===== src/rtl/mctrl_pkg.sv =====
// Shared types and constants for the multi-cycle instruction sequencer.
package mctrl_pkg;

  localparam int unsigned OPW    = 4;
  localparam int unsigned ALUOPW = 3;

  typedef enum logic [2:0] {
    IDLE   = 3'd0,
    FETCH  = 3'd1,
    DECODE = 3'd2,
    EXEC   = 3'd3,
    MEM    = 3'd4,
    WB     = 3'd5,
    HALT   = 3'd6,
    FAULT  = 3'd7
  } state_e;

  localparam logic [OPW-1:0]    OP_ADDI = 4'h8;
  localparam logic [OPW-1:0]    OP_LW   = 4'h9;
  localparam logic [OPW-1:0]    OP_SW   = 4'hA;
  localparam logic [OPW-1:0]    OP_BNE  = 4'hB;
  localparam logic [OPW-1:0]    OP_HALT = 4'hF;
  localparam logic [ALUOPW-1:0] ALU_ADD = 3'b000;

  // Opcodes 0x0-0x7 are register-register ALU operations.
  function automatic logic is_rtype(input logic [OPW-1:0] op);
    return ~op[OPW-1];
  endfunction

  // 0xC-0xE are reserved and execute as no-ops.
  function automatic logic is_nop(input logic [OPW-1:0] op);
    return (op[OPW-1 -: 2] == 2'b11) && (op != OP_HALT);
  endfunction

endpackage


===== src/rtl/multicycle_ctrl_if.sv =====
// Control/handshake bundle between the sequencer (master) and the datapath/memories (slave).
interface multicycle_ctrl_if;
  import mctrl_pkg::*;

  logic              start;
  logic [OPW-1:0]    opcode;
  logic              eq;
  logic              imem_req;
  logic              imem_ack;
  logic              dmem_req;
  logic              dmem_ack;
  logic              dmem_we;
  logic              ir_we;
  logic              pc_we;
  logic              pc_src;
  logic              reg_we;
  logic              reg_dst;
  logic              alu_src;
  logic [ALUOPW-1:0] alu_op;
  logic              mem_to_reg;
  logic              busy;
  logic              halted;
  logic              fault;

  modport master (
    input  start, opcode, eq, imem_ack, dmem_ack,
    output imem_req, dmem_req, dmem_we, ir_we, pc_we, pc_src, reg_we, reg_dst,
           alu_src, alu_op, mem_to_reg, busy, halted, fault
  );

  modport slave (
    output start, opcode, eq, imem_ack, dmem_ack,
    input  imem_req, dmem_req, dmem_we, ir_we, pc_we, pc_src, reg_we, reg_dst,
           alu_src, alu_op, mem_to_reg, busy, halted, fault
  );

endinterface


===== src/rtl/mctrl_wait_timer.sv =====
// Counts stalled request cycles and flags the cycle whose stall would reach WAIT_MAX.
module mctrl_wait_timer #(
  parameter int unsigned WAIT_MAX = 15
) (
  input  logic clk,
  input  logic rst_n,
  input  logic clr_i,
  input  logic req_i,
  input  logic ack_i,
  output logic timeout_c_o
);

  localparam int unsigned CNTW = 8;

  logic [CNTW-1:0] cnt_q, cnt_d;
  logic            stall_c;

  assign stall_c     = req_i & ~ack_i;
  // An ack in the limit cycle suppresses the stall, so the access completes instead.
  assign timeout_c_o = stall_c && (cnt_q == CNTW'(WAIT_MAX - 1));

  always_comb begin
    cnt_d = cnt_q;
    if (clr_i) begin
      cnt_d = '0;
    end else if (stall_c) begin
      cnt_d = cnt_q + CNTW'(1);
    end
  end

  always_ff @(posedge clk or negedge rst_n) begin
    if (!rst_n) begin
      cnt_q <= '0;
    end else begin
      cnt_q <= cnt_d;
    end
  end

endmodule


===== src/rtl/multicycle_ctrl.sv =====
// Multi-cycle FETCH/DECODE/EXEC/MEM/WB sequencer with req/ack memory handshakes.
// Define MCTRL_PERF_EN to add the cyc_cnt/ret_cnt performance counters.
module multicycle_ctrl
  import mctrl_pkg::*;
#(
  parameter int unsigned WAIT_MAX = 15
) (
  input  logic               clk,
  input  logic               rst_n,
  multicycle_ctrl_if.master  bus
`ifdef MCTRL_PERF_EN
  ,
  output logic [31:0]        cyc_cnt,
  output logic [31:0]        ret_cnt
`endif
);

  state_e         state_q, state_d;
  logic [OPW-1:0] op_q, op_d;
  logic           wait_req_c;
  logic           wait_ack_c;
  logic           wait_clr_c;
  logic           timeout_c;
  logic           busy_c;

  // Stall tracking depends only on the registered state, keeping it off the next-state path.
  assign wait_req_c = (state_q == FETCH) || (state_q == MEM);
  assign wait_ack_c = ((state_q == FETCH) && bus.imem_ack) || ((state_q == MEM) && bus.dmem_ack);
  assign wait_clr_c = (state_d != state_q) && ((state_d == FETCH) || (state_d == MEM));
  assign busy_c     = !(state_q inside {IDLE, HALT, FAULT});

  mctrl_wait_timer #(
    .WAIT_MAX (WAIT_MAX)
  ) u_wait_timer (
    .clk         (clk),
    .rst_n       (rst_n),
    .clr_i       (wait_clr_c),
    .req_i       (wait_req_c),
    .ack_i       (wait_ack_c),
    .timeout_c_o (timeout_c)
  );

  always_ff @(posedge clk or negedge rst_n) begin
    if (!rst_n) begin
      state_q <= IDLE;
      op_q    <= '0;
    end else begin
      state_q <= state_d;
      op_q    <= op_d;
    end
  end

  always_comb begin
    state_d        = state_q;
    op_d           = op_q;
    bus.imem_req   = 1'b0;
    bus.dmem_req   = 1'b0;
    bus.dmem_we    = 1'b0;
    bus.ir_we      = 1'b0;
    bus.pc_we      = 1'b0;
    bus.pc_src     = 1'b0;
    bus.reg_we     = 1'b0;
    bus.reg_dst    = 1'b0;
    bus.alu_src    = 1'b0;
    bus.alu_op     = ALU_ADD;
    bus.mem_to_reg = 1'b0;

    unique case (state_q)
      IDLE: begin
        if (bus.start) state_d = FETCH;
      end
      FETCH: begin
        bus.imem_req = 1'b1;
        if (bus.imem_ack) begin
          bus.ir_we = 1'b1;
          bus.pc_we = 1'b1;
          op_d      = bus.opcode;
          state_d   = DECODE;
        end else if (timeout_c) begin
          state_d = FAULT;
        end
      end
      DECODE: begin
        if (op_q == OP_HALT)    state_d = HALT;
        else if (is_nop(op_q))  state_d = FETCH;
        else                    state_d = EXEC;
      end
      EXEC: begin
        if (is_rtype(op_q)) begin
          bus.alu_op = op_q[ALUOPW-1:0];
          state_d    = WB;
        end else if (op_q == OP_BNE) begin
          bus.pc_we  = ~bus.eq;
          bus.pc_src = ~bus.eq;
          state_d    = FETCH;
        end else begin
          bus.alu_src = 1'b1;
          state_d     = (op_q == OP_ADDI) ? WB : MEM;
        end
      end
      MEM: begin
        bus.dmem_req = 1'b1;
        bus.dmem_we  = (op_q == OP_SW);
        if (bus.dmem_ack) begin
          state_d = (op_q == OP_LW) ? WB : FETCH;
        end else if (timeout_c) begin
          state_d = FAULT;
        end
      end
      WB: begin
        bus.reg_we     = 1'b1;
        bus.mem_to_reg = (op_q == OP_LW);
        bus.reg_dst    = is_rtype(op_q);
        state_d        = FETCH;
      end
      HALT: begin
        if (bus.start) state_d = FETCH;
      end
      FAULT: begin
        state_d = FAULT;
      end
      default: begin
        state_d = IDLE;
      end
    endcase

    bus.busy   = busy_c;
    bus.halted = (state_q == HALT);
    bus.fault  = (state_q == FAULT);
  end

`ifdef MCTRL_PERF_EN
  logic [31:0] cyc_q, ret_q;
  logic        ret_c;

  // A retirement is any return to FETCH from an instruction's final state.
  assign ret_c = (state_d == FETCH) && (state_q inside {DECODE, EXEC, MEM, WB});

  always_ff @(posedge clk or negedge rst_n) begin
    if (!rst_n) begin
      cyc_q <= '0;
      ret_q <= '0;
    end else begin
      if (busy_c) cyc_q <= cyc_q + 32'd1;
      if (ret_c)  ret_q <= ret_q + 32'd1;
    end
  end

  assign cyc_cnt = cyc_q;
  assign ret_cnt = ret_q;
`endif

endmodule

===== src/flat_wrapper.sv =====
// flat-port wrapper written by rule: the top's interface ports become plain ports
module multicycle_ctrl_flat import mctrl_pkg::*;
#(
  parameter int unsigned WAIT_MAX = 15
)
  (clk, rst_n, bus_start, bus_opcode, bus_eq, bus_imem_ack, bus_dmem_ack, bus_imem_req, bus_dmem_req, bus_dmem_we, bus_ir_we, bus_pc_we, bus_pc_src, bus_reg_we, bus_reg_dst, bus_alu_src, bus_alu_op, bus_mem_to_reg, bus_busy, bus_halted, bus_fault);
  multicycle_ctrl_if bus_i ();
  input  logic clk;
  input  logic rst_n;
  input wire logic [$bits(bus_i.start)-1:0] bus_start;
  input wire logic [$bits(bus_i.opcode)-1:0] bus_opcode;
  input wire logic [$bits(bus_i.eq)-1:0] bus_eq;
  input wire logic [$bits(bus_i.imem_ack)-1:0] bus_imem_ack;
  input wire logic [$bits(bus_i.dmem_ack)-1:0] bus_dmem_ack;
  output wire logic [$bits(bus_i.imem_req)-1:0] bus_imem_req;
  output wire logic [$bits(bus_i.dmem_req)-1:0] bus_dmem_req;
  output wire logic [$bits(bus_i.dmem_we)-1:0] bus_dmem_we;
  output wire logic [$bits(bus_i.ir_we)-1:0] bus_ir_we;
  output wire logic [$bits(bus_i.pc_we)-1:0] bus_pc_we;
  output wire logic [$bits(bus_i.pc_src)-1:0] bus_pc_src;
  output wire logic [$bits(bus_i.reg_we)-1:0] bus_reg_we;
  output wire logic [$bits(bus_i.reg_dst)-1:0] bus_reg_dst;
  output wire logic [$bits(bus_i.alu_src)-1:0] bus_alu_src;
  output wire logic [$bits(bus_i.alu_op)-1:0] bus_alu_op;
  output wire logic [$bits(bus_i.mem_to_reg)-1:0] bus_mem_to_reg;
  output wire logic [$bits(bus_i.busy)-1:0] bus_busy;
  output wire logic [$bits(bus_i.halted)-1:0] bus_halted;
  output wire logic [$bits(bus_i.fault)-1:0] bus_fault;
  assign bus_i.start = bus_start;
  assign bus_i.opcode = bus_opcode;
  assign bus_i.eq = bus_eq;
  assign bus_i.imem_ack = bus_imem_ack;
  assign bus_i.dmem_ack = bus_dmem_ack;
  assign bus_imem_req = bus_i.imem_req;
  assign bus_dmem_req = bus_i.dmem_req;
  assign bus_dmem_we = bus_i.dmem_we;
  assign bus_ir_we = bus_i.ir_we;
  assign bus_pc_we = bus_i.pc_we;
  assign bus_pc_src = bus_i.pc_src;
  assign bus_reg_we = bus_i.reg_we;
  assign bus_reg_dst = bus_i.reg_dst;
  assign bus_alu_src = bus_i.alu_src;
  assign bus_alu_op = bus_i.alu_op;
  assign bus_mem_to_reg = bus_i.mem_to_reg;
  assign bus_busy = bus_i.busy;
  assign bus_halted = bus_i.halted;
  assign bus_fault = bus_i.fault;
  multicycle_ctrl #(.WAIT_MAX(WAIT_MAX)) u_core (.clk(clk), .rst_n(rst_n), .bus(bus_i));
endmodule

===== config.mk =====
export PLATFORM = sky130hd
export DESIGN_NAME = multicycle_ctrl_flat
export DESIGN_NICKNAME = d
export VERILOG_FILES = /design/src/rtl/mctrl_pkg.sv /design/src/rtl/multicycle_ctrl_if.sv /design/src/rtl/mctrl_wait_timer.sv /design/src/rtl/multicycle_ctrl.sv /design/src/flat_wrapper.sv
export SDC_FILE = /design/constraint.sdc
export NUM_CORES = 1
export LEC_CHECK = 0
export ABC_AREA = 1
export BUFFER_PORTS_ARGS = -buffer_cell sky130_fd_sc_hd__buf_2
export CAP_MARGIN = 20
export CORE_UTILIZATION = 55
export CTS_BUF_LIST = sky130_fd_sc_hd__clkbuf_16
export DETAILED_ROUTE_END_ITERATION = 10
export GPL_ROUTABILITY_DRIVEN = 0
export PLACE_DENSITY_LB_ADDON = 0.08
export SETUP_SLACK_MARGIN = 0.5
export SYNTH_ARGS = -nofsm -noshare
export SYNTH_HDL_FRONTEND = slang
export SYNTH_SLANG_ARGS = --single-unit
export TNS_END_PERCENT = 20

===== constraint.sdc =====
create_clock -name clk -period 2.4 [get_ports clk]
set_input_delay 0.24 -clock clk [delete_from_list [all_inputs] [get_ports clk]]
set_output_delay 0.24 -clock clk [all_outputs]
set_load 0.01 [all_outputs]

==> impl_metrics.env <==
export IMPL_ys_top_cells_by_count="nand2_1 (37), inv_1 (29), nor2_1 (20), dfrtp_1 (15), nand3_1 (12)"
export IMPL_drive_above_1_share_pct=28.80
export IMPL_drt_pass1_iter_count=4
export IMPL_crit_required_ps=2160
export IMPL_cts_made_buffers=3
export IMPL_die_x_microns=47.80
export IMPL_final_cells=218
export IMPL_grt_remaining_overflow=0
export IMPL_num_rows=16
export IMPL_multi_input_area_sq_um=648.1
export IMPL_diodes=0
export IMPL_wirelength_microns=2472
export IMPL_worst_setup_path_end_kind="output port"
export IMPL_outcome="finished, final reports clean"
export IMPL_synth_area_sq_mm=0.001154
export IMPL_syn_inst=162
export IMPL_dp_cells=213
export IMPL_clock_root_buffer="clkbuf_16"
export IMPL_finalClockSkew_ps=2.194
export IMPL_synth_nets=174
export IMPL_yosysMostFrequentCell="nand2_1"
export IMPL_yosys_top_cells_area="dfrtp_1 (33%), nand2_1 (12%), inv_1 (9.4%)"
export IMPL_startpoint_type="flip-flop"
export IMPL_grt_antenna_before_repair=0
export IMPL_clk_pin_slew_worst_paths_ps=50
export IMPL_initial_core_util_pct=58.80
export IMPL_max_vdd_ir_drop_v=0.0003592
export IMPL_path_max_fanout=7
export IMPL_hpwl_microns=1900
export IMPL_synth_distinct_cells=32
export IMPL_max_slew_margin_pct=76.50
export IMPL_fmax_ghz=0.5502
export IMPL_rsz0062_at_grt="yes"
export IMPL_synthFlopType="dfrtp_1"
export IMPL_crit_arrival_ps=1580
export IMPL_powerDensity_mw_per_mm2=424.9
export IMPL_synth_seq_area_share_pct=32.54
export IMPL_clock_sinks=15
export IMPL_syn_avg_cell_area_sq_um=7.121
export IMPL_io_buffers=25
export IMPL_cap_violations=0
export IMPL_min_path_type="primary input to flip-flop"
export IMPL_area_delta_synth_final_pct=22.13
export IMPL_viasPerCell=5.032
export IMPL_fin_nets=204
export IMPL_yosys_warnings=0
export IMPL_grt_pass1_wl_microns=3739
export IMPL_drc_errors=0
export IMPL_num_vias=1097
export IMPL_synth_edf_count=0
export IMPL_critPathKind="flip-flop to output port"
export IMPL_grt_total_usage_pct=24.18
export IMPL_setup_viol=0
export IMPL_slew_viol_final=0
export IMPL_grt_pass1_vias=939
export IMPL_cts_tree="yes"
export IMPL_tns_ps=0
export IMPL_die_h_microns=47.80
export IMPL_num_fill_cells=191
export IMPL_ff_latch_area_sq_um=377.9
export IMPL_final_antenna_net_count=0
export IMPL_synth_area_leader_cell="dfrtp_1"
export IMPL_period_share_pct=75.73
export IMPL_grt_max_degree=16
export IMPL_tightest_slew_ps=352.5
export IMPL_ioPinCount=26
export IMPL_dieArea_sq_mm=0.002285
export IMPL_wl_per_cell_microns=11.34
export IMPL_drt_iter0_drc=6
export IMPL_power_leakage_nw=0.8180
export IMPL_ctsLongestPathBuffers=2
export IMPL_clk_latency_ps=250
export IMPL_cts_setup_buffers=0
export IMPL_synth_top_area_share_pct=32.54
export IMPL_fin_crit_ps=1817
export IMPL_core_area_sq_mm=0.001962
export IMPL_ys_ff_latch=15
export IMPL_hold_violations=0
export IMPL_async_reset_ff_share_pct=100.0
export IMPL_h_tree_depth=1
## cells by family (layout without fill, tap and decap cells)
group | after synthesis | count (layout) | synth area share, %
AOI/OAI and AO/OA | 13 | 13 | 6.507
buffers and inverters | 35 | 64 | 12.04
adders and majority gates | 2 | 2 | 2.169
and+or+nand+nor | 94 | 94 | 44.47
xor gates and xnor gates | 3 | 3 | 2.278
DFF | 15 | 15 | 32.54
## report_power, final
part / switching [W] / leakage (nW) / internal (W)
Combinational: 0.00000836 / 0.626 / 0.00000634
Sequential: 0 / 0.152 / 0.000253
Clock: 0.000108 / 0.0409 / 0.000223
## layout make-up
cell class,instances,share of cell area [%]
clock buffer,3,5.329
clock inverter,1,0.3552
inverter,34,9.503
multi-input combinational,112,46.00
sequential,15,26.82
tap,27,2.398
timing repair buffer,26,9.592
## stage by stage
step	utilization (%)	setup WS, ps	cell area (sq um)	power, W	hold slack (ps)
final	71.81	582.5	1409	0.0005986	197.2
after floorplan	-	791.9	1154	0.0002581	-55.59
after CTS	71.30	528.1	1399	0.0006048	197.4
after global placement	66.52	665.9	1305	0.0002709	160.7
after detailed placement	66.52	634.3	1305	0.0002711	170.6
after global routing	71.81	494.0	1409	0.0006117	213.8
## path summary, 6_finish.rpt
path | start | to | slack [ps] | cells past startpoint
max in group asynchronous | rst_n | u_core.state_q[1] | 1660 | 2
setup / recovery | u_core.state_q[2] | bus_pc_we | 580 | 5
min in group asynchronous | rst_n | u_core.op_q[0] | 460 | 2
hold / removal | bus_opcode[1] | u_core.op_q[1] | 200 | 3
setup reg to reg | u_core.state_q[2] | u_core.u_wait_timer.cnt_q[5] | 660 | 12
hold reg to reg | u_core.u_wait_timer.cnt_q[6] | u_core.u_wait_timer.cnt_q[6] | 620 | 4
## cells in the final DEF, fill, tap and decap left out, types with 3 or more instances in the layout
| master | netlist | final |
|---|---|---|
| nand2_1 | 37 | 37 |
| dfrtp_1 | 15 | 13 |
| nand2_2 | 3 | 3 |
| nand3_1 | 12 | 12 |
| nor3_1 | 3 | 3 |
| inv_1 | 29 | 29 |
| nor2_1 | 20 | 19 |
| buf_2 | 0 | 25 |
| clkbuf_16 | 0 | 3 |
| nand2_4 | 4 | 4 |
| o21ai_0 | 7 | 7 |
## worst max-delay path: stages (launching register included)
cell and delay (ps):
dfrtp_1 430, inv_2 200, nand3_1 190, nor4_2 240, or2_2 160, buf_2 110
## layer usage
metal | wire (microns) | share of wire [%] | GRT usage (%)
met1 | 1051 | 43 | 26.95
met5 | 0 | 0 | 0
met4 | 57 | 2.3 | 15.56
met3 | 77 | 3.1 | 4.151
met2 | 1287 | 52 | 42.16
## flip-flops by register name, indices dropped and copies added (netlist names)
name                       cells
u_core.op_q                    4
u_core.state_q                 3
u_core.u_wait_timer.cnt_q      8
## repair_timing
| item | CTS | global route |
|---|---|---|
| hold endpoints to repair | 15 | 0 |
| endpoints found under the setup margin | 1 | 9 |
| pin swaps | 0 | 1 |
| hold buffers | 1 | 0 |
| gates resized for setup | 3 | 3 |
Note: power is estimated with default switching activity, not from simulation.
